<file path="config.mk">
export PLATFORM = sky130hd
export DESIGN_NAME = team_gpio_wb_ctrl
export DESIGN_NICKNAME = d
export VERILOG_FILES = /design/src/rtl/team_gpio_wb_ctrl.sv
export SDC_FILE = /design/constraint.sdc
export NUM_CORES = 1
export LEC_CHECK = 0
export BUFFER_PORTS_ARGS = -buffer_cell sky130_fd_sc_hd__buf_4
export CAP_MARGIN = 20
export CELL_PAD_IN_SITES_DETAIL_PLACEMENT = 0
export CELL_PAD_IN_SITES_GLOBAL_PLACEMENT = 2
export CORE_MARGIN = 3
export CORE_UTILIZATION = 36
export DETAILED_ROUTE_END_ITERATION = 16
export PLACE_DENSITY_LB_ADDON = 0.15
export SETUP_SLACK_MARGIN = 0.05
export SYNTH_ARGS = -nofsm -noshare
export SYNTH_HDL_FRONTEND = slang
export SYNTH_SLANG_ARGS = --single-unit
export TNS_END_PERCENT = 100
</file>
<file path="constraint.sdc">
create_clock -name wb_clk_i -period 10.4 [get_ports wb_clk_i]
set_clock_uncertainty 0.15 [all_clocks]
set_input_delay 1.04 -clock wb_clk_i [delete_from_list [all_inputs] [get_ports wb_clk_i]]
set_output_delay 1.04 -clock wb_clk_i [all_outputs]
set_load 0.005 [all_outputs]
</file>
<file path="src/rtl/team_gpio_wb_ctrl.sv">
// GPIO controller with a Wishbone classic slave port.
// Registers: OUT, OE, IN (synchronised pads), IEN, RISE, FALL, STAT (W1C).
// Pad inputs cross into wb_clk_i through a SYNC_STAGES flop chain. A further
// "prev" flop supplies the edge detector that sets STAT bits.
//
// Handshake: a request is cyc_i & stb_i & address-hit & !ack_o. It is sampled
// on a rising edge, and ack_o is high for exactly the following cycle. Any
// write lands on that same edge, and read data is valid only while ack_o is
// high. Because of the !ack_o term, ack_o is low for at least one cycle between
// transfers. A master that drops cyc or stb before the edge aborts cleanly.
module team_gpio_wb_ctrl #(
    parameter int          NUM_GPIO    = 32,
    parameter logic [31:0] BASE_ADDR   = 32'h3000_0000,
    parameter int          SYNC_STAGES = 2
) (
    input  logic                wb_clk_i,
    input  logic                wb_rst_i,
    input  logic                wbs_cyc_i,
    input  logic                wbs_stb_i,
    input  logic                wbs_we_i,
    input  logic [3:0]          wbs_sel_i,
    input  logic [31:0]         wbs_adr_i,
    input  logic [31:0]         wbs_dat_i,
    output logic                wbs_ack_o,
    output logic [31:0]         wbs_dat_o,
    input  logic [NUM_GPIO-1:0] gpio_in,
    output logic [NUM_GPIO-1:0] gpio_out,
    output logic [NUM_GPIO-1:0] gpio_oeb,
    output logic                irq
);

    localparam logic [5:0] OFF_OUT  = 6'h00;
    localparam logic [5:0] OFF_OE   = 6'h01;
    localparam logic [5:0] OFF_IN   = 6'h02;
    localparam logic [5:0] OFF_IEN  = 6'h03;
    localparam logic [5:0] OFF_RISE = 6'h04;
    localparam logic [5:0] OFF_FALL = 6'h05;
    localparam logic [5:0] OFF_STAT = 6'h06;

    logic [NUM_GPIO-1:0] out_q, out_d;
    logic [NUM_GPIO-1:0] oe_q, oe_d;
    logic [NUM_GPIO-1:0] ien_q, ien_d;
    logic [NUM_GPIO-1:0] rise_q, rise_d;
    logic [NUM_GPIO-1:0] fall_q, fall_d;
    logic [NUM_GPIO-1:0] stat_q, stat_d;
    logic [NUM_GPIO-1:0] prev_q;
    logic [NUM_GPIO-1:0] sync_q [SYNC_STAGES];
    logic                ack_q, ack_d;
    logic [31:0]         dat_q, dat_d;
    logic                irq_q, irq_d;

    logic                hit, req, wr, rd;
    logic [5:0]          offset;
    logic [31:0]         wmask;
    logic [31:0]         rdata;
    logic [31:0]         clr32;
    logic [NUM_GPIO-1:0] stat_clr;
    logic [NUM_GPIO-1:0] sync_last;
    logic [NUM_GPIO-1:0] edge_ev;
    logic                unused_adr_lsb;

    assign unused_adr_lsb = &{1'b0, wbs_adr_i[1:0]};

    assign hit       = (wbs_adr_i[31:8] == BASE_ADDR[31:8]);
    assign req       = wbs_cyc_i & wbs_stb_i & hit & ~ack_q;
    assign wr        = req & wbs_we_i;
    assign rd        = req & ~wbs_we_i;
    assign offset    = wbs_adr_i[7:2];
    assign wmask     = {{8{wbs_sel_i[3]}}, {8{wbs_sel_i[2]}},
                        {8{wbs_sel_i[1]}}, {8{wbs_sel_i[0]}}};
    assign sync_last = sync_q[SYNC_STAGES-1];

    // Byte-lane merge of write data into an existing register value.
    function automatic logic [NUM_GPIO-1:0] merge(input logic [NUM_GPIO-1:0] old,
                                                  input logic [31:0] data,
                                                  input logic [31:0] mask);
        logic [31:0] m;
        m = (32'(old) & ~mask) | (data & mask);
        return m[NUM_GPIO-1:0];
    endfunction

    // Next-state for the register file, edge detection, read mux and bus response.
    always_comb begin
        out_d    = out_q;
        oe_d     = oe_q;
        ien_d    = ien_q;
        rise_d   = rise_q;
        fall_d   = fall_q;
        clr32    = '0;
        rdata    = '0;
        if (wr) begin
            case (offset)
                OFF_OUT:  out_d  = merge(out_q, wbs_dat_i, wmask);
                OFF_OE:   oe_d   = merge(oe_q, wbs_dat_i, wmask);
                OFF_IEN:  ien_d  = merge(ien_q, wbs_dat_i, wmask);
                OFF_RISE: rise_d = merge(rise_q, wbs_dat_i, wmask);
                OFF_FALL: fall_d = merge(fall_q, wbs_dat_i, wmask);
                OFF_STAT: clr32  = wbs_dat_i & wmask;
                default:  clr32  = '0;
            endcase
        end
        stat_clr = clr32[NUM_GPIO-1:0];
        edge_ev  = (sync_last & ~prev_q & rise_q) | (~sync_last & prev_q & fall_q);
        // A new edge in the same cycle as a clear leaves the bit set.
        stat_d   = (stat_q & ~stat_clr) | edge_ev;
        case (offset)
            OFF_OUT:  rdata = 32'(out_q);
            OFF_OE:   rdata = 32'(oe_q);
            OFF_IN:   rdata = 32'(sync_last);
            OFF_IEN:  rdata = 32'(ien_q);
            OFF_RISE: rdata = 32'(rise_q);
            OFF_FALL: rdata = 32'(fall_q);
            OFF_STAT: rdata = 32'(stat_q);
            default:  rdata = '0;
        endcase
        ack_d = req;
        dat_d = rd ? rdata : '0;
        irq_d = |(stat_q & ien_q);
    end

    // Register file, bus response and interrupt flops.
    always_ff @(posedge wb_clk_i or posedge wb_rst_i) begin
        if (wb_rst_i) begin
            out_q  <= '0;
            oe_q   <= '0;
            ien_q  <= '0;
            rise_q <= '0;
            fall_q <= '0;
            stat_q <= '0;
            ack_q  <= 1'b0;
            dat_q  <= '0;
            irq_q  <= 1'b0;
        end else begin
            out_q  <= out_d;
            oe_q   <= oe_d;
            ien_q  <= ien_d;
            rise_q <= rise_d;
            fall_q <= fall_d;
            stat_q <= stat_d;
            ack_q  <= ack_d;
            dat_q  <= dat_d;
            irq_q  <= irq_d;
        end
    end

    // Pad synchroniser chain plus the prior-value flop for edge detection.
    always_ff @(posedge wb_clk_i or posedge wb_rst_i) begin
        if (wb_rst_i) begin
            for (int i = 0; i < SYNC_STAGES; i++) sync_q[i] <= '0;
            prev_q <= '0;
        end else begin
            sync_q[0] <= gpio_in;
            for (int i = 1; i < SYNC_STAGES; i++) sync_q[i] <= sync_q[i-1];
            prev_q <= sync_last;
        end
    end

    assign wbs_ack_o = ack_q;
    assign wbs_dat_o = dat_q;
    assign gpio_out  = out_q;
    assign gpio_oeb  = ~oe_q;
    assign irq       = irq_q;

endmodule

</file>
==> impl_metrics.yaml, run 1 <==
global_routing:
  grt_start_max_net_pins: 110
  grt_overflow_total: 0
  antenna_found_initial: 2
  grt_pass1_wl_um: 63200
  first_global_vias: 9730
  grtUsageTotal_pct: 21.4
yosys:
  yosys-top-cells-count: "dfrtp_1 (322), mux2_2 (159), nand2_1 (58), nand3_1 (38), clkbuf_1 (34)"
  syn-num-nets: 1075
  netlist_area_um2: 13400
  synth-adder-area-share_pct: 0
  ys_seq_area_share_pct: 60.2
  syn_avg_cell_area_um2: 13.8
  synthFlopType: "dfrtp_1"
  synth_edf_count: 0
  synth.area.top_cells: "dfrtp_1 (60%), mux2_2 (13%), mux4_2 (3.5%)"
  synth_cell_types: 45
  synth-simple-area-share_pct: 9.58
  synth_top_family_by_area: "multiplexers"
  synth_warnings: 0
  postSynthCellCount: 970
  synth_compound_area_share_pct: 8.99
  synth_xor_area_share_pct: 0
  synth_seq_cells: 322
  synth_top_area_share_pct: 60.2
  postSynth.asyncResetShare_pct: 100
  yosys.cell_count.top_type: "dfrtp_1"
  synthMuxAreaShare_pct: 18.7
  yosys.area.top_type: "dfrtp_1"
detailed_routing:
  num_vias: 9338
  drt_first_iter_violations: 606
  antenna_left: 0
  wl_per_cell_um: 25.6
  wl_um: 42500
  firstDrtPassIters: 6
  drc: 0
  via_per_inst: 5.63
timing:
  relSlewSlack_pct: 35.2
  worstMarginPinSlew_ns: 0.971
  hold_ws_ns: 0.196
  period_share_pct: 39.6
  rsz0062_at_grt: "false"
  setup_viol: 0
  setup_tns_ns: 0
  fmax_mhz: 243
  slew_viol_final: 0
  period_minus_slack_ns: 4.12
  hold_viol: 0
clock_tree:
  clock_latency_ns: 0.53
  cts.sinks: 322
  cts_tree: "yes"
  holdBufCountCts: 0
  post_cts_resized: 0
  post_cts_buffers: 0
  clkTransAtPathRegs_ns: 0.06
  htree_num_levels: 2
  cts_made_buffers: 38
  root_buffer: "clkbuf_16"
  cts_max_path_buffers: 3
placement:
  finalWeightedCongestion: 0.784
  portBuffers: 200
  hpwl_um: 26800
setup_path:
  start_kind: "input pin"
  cp_max_fo: 38
  endpoint_kind: "flop"
  r2r_cells: 5
  rr_startpoint: "wbs_ack_o"
  crit_required_ns: 10.65
  crit_arrival_ns: 4.37
  crit_type: "input pin to flop"
  rrSetupSlack_ns: 7.23
  r2r_end: "wbs_dat_o[8]"
worst_hold_path:
  min_path_cells: 0
  worstHoldStart: "sync_q[34]"
  min_to: "sync_last[2]"
  hp-class: "flop to flop"
layout:
  antenna_cells: 0
  final_nets: 1276
  drive_above_1_share_pct: 39.5
  syn_to_final_growth_pct: 24.2
floorplan:
  io_pins: 203
  die_h_um: 199
  start_util_pct: 37.1
  fp.dieArea_um2: 39500
  num_rows: 69
  core_um2: 36100
  fp.dieW_um: 199
run_status:
  outcome: "finished clean"
pwr:
  power_density_nw_per_um2: 164
  max-vdd-ir-drop_mv: 0.0901
  p_leak_nw: 7.43
run:
  cap_viol_max_count: 0
[placed cells by master (no fill, tap or decap), types with 16 or more instances in the layout]
cell       synthesis  final
inv_1             33     32
mux4_2            21     21
nand2_1           58     58
a22oi_1           21     21
mux2_2           159    159
o211ai_1          32     32
buf_4              1    213
mux2i_1           19     19
nand3b_1          32     32
a222oi_1          21     21
clkbuf_16          0     41
o31ai_1           32     32
nand4_1           16     16
dfrtp_1          322    322
nand3_1           38     38
a21oi_1           26     26
[final cells by class]
class                   count  area (µm²)
clock buffers              60        1180
clock inverters             6        58.8
fillers                  3335       19500
inverters                  33         131
multi-input cells         563        5020
flip-flops and latches    322        8060
well taps                 461         577
repair buffers            213        1600
[layer usage]
| metal | track usage, % | vias to the layer above | share of wire (%) |
|---|---|---|---|
| li1 | - | 4065 | - |
| met1 | 30.5 | 4888 | 45 |
| met2 | 33.7 | 296 | 47 |
| met3 | 3.83 | 85 | 5.2 |
| met4 | 6.30 | 4 | 2.9 |
| met5 | 0 | - | 0.073 |
[report_power, final]
part | internal (mW) | total (mW) | switching, mW
clock network | 0.799 | 1.32 | 0.517
registers | 1.27 | 1.29 | 0.0128
logic | 0.0436 | 0.118 | 0.0746
total | 2.11 | 2.72 | 0.604
[kinds of logic after synthesis]
logic type             after synthesis
and+or+nand+nor                    198
DFF                                322
muxes                              204
AOI/OAI and AO/OA                  161
buffers and inverters               85
[metrics by stage]
step | setup slack [ns] | instance area [µm²] | instances | util (%) | total power, mW
after floorplan | 0.297 | 13400 | 970 | - | 1.36
after global placement | 5.79 | 15400 | 1592 | 42.6 | 1.43
after detailed placement | 5.81 | 15400 | 1592 | 42.6 | 1.43
after CTS | 6.35 | 16600 | 1658 | 46.1 | 2.75
after global routing | 6.25 | 16600 | 1658 | 46.1 | 2.81
final | 6.28 | 16600 | 1658 | 46.1 | 2.72
[critical path, cell delays in order]
cell and delay (ns):
buf_4 0.32, nor4b_2 0.28, buf_4 0.56, and2_2 0.92, nand4_1 0.70, mux2_2 0.50
[worst max path at each step]
stage | endpoint | depth (start not counted) | from | slack, ns
after floorplan | asynchronous set/reset pin | 1 | wb_rst_i | 0.30
after global placement | flop | 6 | wbs_adr_i[4] | 5.79
after detailed placement | flop | 6 | wbs_adr_i[4] | 5.81
after CTS | flop | 6 | wbs_adr_i[4] | 6.35
after global routing | flop | 6 | wbs_adr_i[4] | 6.25
final | flop | 6 | wbs_adr_i[4] | 6.28
No activity file was read; power rests on OpenSTA's default activity.
==> run 2, diff against run 1 <==
ABC_AREA = 1   (was not set)
CORE_UTILIZATION = 34   (was 36)
clock period = 3.9 ns   (was 10.4 ns; I/O delays follow)
==> run 2 against run 1 <==
Net effect:
- register-to-register slack got worse by 5.8 ns
- non-clock buffer count grew 83
- largest cell class unchanged
- synthesized cell count rose by 82%
- largest power group unchanged
- combinational power increased to 3.1 times the previous value
- final cell count is 57% higher
==> impl_metrics.yaml, run 2 <==
placement:
  portBuffers: 200
  finalWeightedCongestion: 0.758
  hpwl_um: 29200
clock_tree:
  post_cts_resized: 0
  root_buffer: "clkbuf_16"
  cts_max_path_buffers: 3
  cts_tree: "yes"
  clkTransAtPathRegs_ns: 0.06
  cts.sinks: 322
  htree_num_levels: 2
  post_cts_buffers: 0
  holdBufCountCts: 65
  cts_made_buffers: 39
  clock_latency_ns: 0.55
setup_path:
  rrSetupSlack_ns: 1.41
  crit_path_start: "wbs_ack_o"
  start_kind: "flop"
  crit_top_cell: "nand2_1"
  path_buf_inv: 0
  crit_arrival_ns: 2.77
  endpoint_kind: "flop"
  crit_type: "flop to flop"
  r2r_cells: 6
  critPathTopFamily: "simple AND/OR/NAND/NOR gates"
  rr_startpoint: "wbs_ack_o"
  worstPathCellList: "nor2_2 > nand3_1 > nor2_4 > nand4_1 > nand2_1 > nand2_1"
  crit_required_ns: 4.18
  cp_max_fo: 15
  crit_cells: 6
  crit_path_top_delay_cell: "nand4_1"
  max_stage_delay_ns: 0.67
yosys:
  synth_xor_area_share_pct: 0
  synth_cell_types: 21
  yosys.area.top_type: "dfrtp_1"
  postSynth.asyncResetShare_pct: 100
  synth_warnings: 0
  synth_edf_count: 0
  netlist_area_um2: 14700
  synth-simple-area-share_pct: 33.9
  synth_seq_cells: 322
  synth_compound_area_share_pct: 4.41
  synth-adder-area-share_pct: 0
  yosys.cell_count.top_type: "nand2_1"
  synthMuxAreaShare_pct: 0
  syn-num-nets: 1874
  yosys-top-cells-count: "nand2_1 (738), dfrtp_1 (322), nand4_1 (203), inv_1 (129), nor2_1 (114)"
  syn_avg_cell_area_um2: 8.31
  synth_top_family_by_area: "simple AND/OR/NAND/NOR gates"
  synthFlopType: "dfrtp_1"
  postSynthCellCount: 1769
  synth.area.top_cells: "dfrtp_1 (55%), nand2_1 (19%), nand4_1 (8.6%)"
  synth_top_area_share_pct: 54.8
  ys_seq_area_share_pct: 54.8
detailed_routing:
  top_layer: "met4"
  met2_length_um: 21900
  drc: 0
  wl_um: 47500
  via_per_inst: 4.92
  drt_first_iter_violations: 850
  firstDrtPassIters: 5
  antenna_left: 0
  num_vias: 12800
  wl_met3_um: 2170
  wl_met1_um: 22500
  wl_per_cell_um: 18.2
timing:
  period_share_pct: 63.8
  slew_viol_final: 0
  setup_tns_ns: 0
  rsz0062_at_grt: "false"
  hold_viol: 0
  period_minus_slack_ns: 2.49
  fmax_mhz: 402
  relSlewSlack_pct: 38.6
  worstMarginPinSlew_ns: 0.920
  setup_viol: 0
run_status:
  outcome: "finished clean"
floorplan:
  start_util_pct: 34.7
  fp.dieArea_um2: 45800
  num_rows: 75
  core_um2: 42300
  die_h_um: 214
  fp.dieW_um: 214
  io_pins: 203
layout:
  drive_above_1_share_pct: 15.8
  final_common_cell: "nand2_1"
  post-route-util_pct: 43.8
  final_cell_mix: "nand2_1 (738), dfrtp_1 (322), buf_4 (227)"
  final_nets: 2112
  syn_to_final_growth_pct: 26.2
  antenna_cells: 0
pwr:
  p_leak_nw: 9.30
  max-vdd-ir-drop_mv: 0.236
  power_density_nw_per_um2: 392
global_routing:
  grtUsageTotal_pct: 20.9
  first_global_vias: 13100
  grt_overflow_total: 0
  grt_pass1_wl_um: 76300
  antenna_found_initial: 1
  grt_start_max_net_pins: 141
worst_hold_path:
  hp-class: "input pin to flop"
  worstHoldStart: "wbs_sel_i[2]"
  min_path_cells: 3
run:
  cap_viol_max_count: 0
-- run 2: cell count changes in the layout (fill, tap and decap cells not counted), moves of 32 or more --
| cell | change |
|---|---|
| nand4_1 | +187 |
| o211ai_1 | -32 |
| dlygate4sd3_1 | +65 |
| o31ai_1 | -32 |
| nand3_1 | -35 |
| mux2_2 | -159 |
| nand2_1 | +680 |
| nand3b_1 | -32 |
| a21oi_1 | +65 |
| inv_1 | +96 |
| nor2_1 | +109 |
-- run 2: kinds of logic (layout without fill, tap and decap cells) --
logic type | Yosys count | count (layout)
flops | 322 | 322
compound gates | 129 | 129
simple gates | 1088 | 1088
buf+inv | 230 | 494
-- run 2: per-layer routing --
layer	track usage, %	up-vias
met2	33.4	302
met3	2.75	65
met1	29.9	6232
met5	0	-
li1	-	6233
met4	5.74	0
-- run 2: worst paths after layout --
path                                         endpoint
setup reg to reg                                 flop
setup / recovery                                 flop
max in group asynchronous  asynchronous set/reset pin
min in group asynchronous  asynchronous set/reset pin
hold / removal                                   flop
hold reg to reg                          sync_last[5]
-- run 2: worst min-delay path, cell delays in order --
cell	delay, ns
buf_4	0.24
nand4_1	0.14
nand2_1	0.04
-- run 2: final cells by class --
type / count / area (µm²)
inverter: 131 / 495
timing repair buffer: 296 / 2430
clock inverter: 9 / 47.5
fill: 4223 / 23800
tap: 577 / 722
clock buffer: 58 / 1160
multi-input combinational: 1217 / 5640
sequential: 322 / 8060
-- run 2: where the power goes --
group / internal (mW) / leakage, nW / switching (mW)
registers: 3.39 / 4.11 / 0.0334
clock network: 2.05 / 0.599 / 1.42
logic: 0.137 / 4.59 / 0.235
-- run 2: stage by stage --
stage | hold WS [ns] | worst slack [ns] | area [µm²] | instances | power (mW)
final | 0.166 | 1.41 | 18600 | 2610 | 7.27
after global routing | 0.160 | 1.22 | 18600 | 2610 | 7.57
after CTS | 0.127 | 1.34 | 18600 | 2610 | 7.40
after detailed placement | 0.185 | 1.17 | 16700 | 2478 | 3.81
after global placement | 0.181 | 1.21 | 16700 | 2478 | 3.81
after floorplan | 0.181 | -0.935 | 14700 | 1769 | 3.63
==> run 3, diff against run 2 <==
ABC_AREA = 0   (was 1)
CORE_UTILIZATION = 36   (was 34)
clock period = 2.2 ns   (was 3.9 ns; I/O delays follow)
==> run 3 against run 2 <==
Net effect:
- clock power up 88%
- flip-flop and latch count is the same
- register-to-register slack lost 1.3 ns
- routed wire length down 11%
- die area decreased by 14%
- global-route usage up 0.47 points
- final cell count down 31%
- core utilization up 6.9 points
- final area is 1.4% lower
- critical path depth is the same
- power is 83% higher
- worst hold slack worse by 0.085 ns
==> impl_metrics.yaml, run 3 (synthesis gave the netlist of run 1 again) <==
run_status:
  outcome: "finished clean"
detailed_routing:
  drc: 0
  drt_first_iter_violations: 577
  wl_um: 42200
  via_per_inst: 5.38
  wl_per_cell_um: 23.4
  antenna_left: 0
  num_vias: 9691
  firstDrtPassIters: 5
layout:
  design_area_um2: 18300
  final_cell_mix: "dfrtp_1 (322), buf_4 (276), mux2_2 (129)"
  regArea_um2: 8060
  fill_cells: 3226
  drive_above_1_share_pct: 42.2
  multi_input_area_um2: 5200
  syn_to_final_growth_pct: 36.7
  final_common_cell: "dfrtp_1"
  antenna_cells: 0
  final_nets: 1419
timing:
  hold_ws_ns: 0.0804
  setup_viol: 0
  worstMarginPinSlew_ns: 0.548
  setup_tns_ns: 0
  relSlewSlack_pct: 63.5
  hold_viol: 0
  period_minus_slack_ns: 2.10
  period_share_pct: 95.5
  fmax_mhz: 476
  slew_viol_final: 0
  rsz0062_at_grt: "true"
  layout_setup_ws_ns: 0.0996
placement:
  hpwl_um: 29600
  portBuffers: 200
  pre_cts_slack_ns: -0.0582
  finalWeightedCongestion: 0.815
  place_area_um2: 16200
clock_tree:
  root_buffer: "clkbuf_16"
  clkTransAtPathRegs_ns: 0.06
  clock_latency_ns: 0.51
  cts_made_buffers: 37
  htree_num_levels: 2
  cts_tree: "yes"
  cts.sinks: 322
  cts_max_path_buffers: 3
pwr:
  p_sw_share_pct: 21.0
  internal-power_mw: 10.5
  p_clk_share_pct: 49.1
  max-vdd-ir-drop_mv: 0.480
  p_switching_mw: 2.80
  p_leak_nw: 8.21
  power_density_nw_per_um2: 727
  combPwrFrac_pct: 5.3
  seq_power_share_pct: 45.6
floorplan:
  start_util_pct: 37.1
  core_um2: 36100
  die_h_um: 199
  fp.dieW_um: 199
  num_rows: 69
  io_pins: 203
  fp.dieArea_um2: 39500
setup_path:
  start_kind: "flop"
  cp_max_fo: 12
  crit_arrival_ns: 2.34
  r2r_cells: 6
  rr_startpoint: "wbs_ack_o"
  rrSetupSlack_ns: 0.1
  crit_required_ns: 2.44
  crit_type: "flop to flop"
  endpoint_kind: "flop"
global_routing:
  grt_start_max_net_pins: 95
  grt_pass1_wl_um: 63800
  grtUsageTotal_pct: 21.3
  antenna_found_initial: 1
  first_global_vias: 10300
  grt_overflow_total: 0
worst_hold_path:
  hp-class: "input pin to asynchronous set/reset pin"
run:
  cap_viol_max_count: 0
run 3: changes by cell type in the layout (fill, tap and decap cells not counted), moves of 49 or more:
cell and change:
nand4_1 -187, inv_1 -96, nand2_1 -681, a21oi_1 -65, buf_4 +49, nor2_1 -110
mux2_2 +129
run 3: worst max path at each step:
| stage | startpoint | endpoint | cells after the start |
|---|---|---|---|
| after floorplan | wb_rst_i | asynchronous set/reset pin | 1 |
| after global placement | wbs_adr_i[8] | flop | 7 |
| after detailed placement | wbs_adr_i[8] | flop | 7 |
| after CTS | wbs_ack_o | flop | 6 |
| after global routing | wbs_ack_o | flop | 6 |
| final | wbs_ack_o | flop | 6 |
run 3: worst max-delay path: stages (launching register included):
cell,delay [ns]
dfrtp_1,0.42
nor4_4,0.19
nand4_2,0.18
buf_12,0.20
nor4_4,0.33
buf_12,0.18
mux2_2,0.33
run 3: routing by layer:
layer,share of wire [%],wire (µm),track usage [%],vias to the layer above
met3,5.0,2090,3.49,50
met2,49,20600,35.3,255
met1,45,18800,29.9,5042
met5,0.040,17,0,-
met4,1.6,688,4.50,2
li1,-,-,-,4342
run 3: per-stage QoR:
| stage | util [%] | total power [mW] | cells |
|---|---|---|---|
| after floorplan | - | 6.42 | 970 |
| after global placement | 44.8 | 6.80 | 1669 |
| after detailed placement | 44.8 | 6.80 | 1669 |
| after CTS | 50.3 | 13.5 | 1799 |
| after global routing | 50.7 | 13.8 | 1801 |
| final | 50.7 | 13.3 | 1801 |
run 3: area by class of cell:
class	count	share of cell area, %
Timing Repair Buffer	357	16.5
Multi-Input combinational cell	563	28.4
Clock inverter	16	1.42
Sequential cell	322	44.0
Clock buffer	49	5.74
Tap cell	461	3.15
Inverter	33	0.698
run 3: repair_timing:
| action | CTS | global route |
|---|---|---|
| pin swaps | 1 | 2 |
| hold endpoints to repair | 388 | 0 |
| gates resized for setup | 1 | 34 |
| buffers inserted | 0 | 2 |
| cloned | 0 | 0 |
| hold buffers | 65 | 0 |
| setup endpoints to repair | 26 | 38 |
run 3: power by group through the flow:
stage	clock (mW)	sequential, mW	combinational (mW)
3_3_place_gp	0	6.18	0.619
2_1_floorplan	0	6.16	0.256
3_5_place_dp	0	6.18	0.620
6_report	6.53	6.07	0.702
4_1_cts	6.71	6.07	0.716
5_1_grt	6.95	6.08	0.768
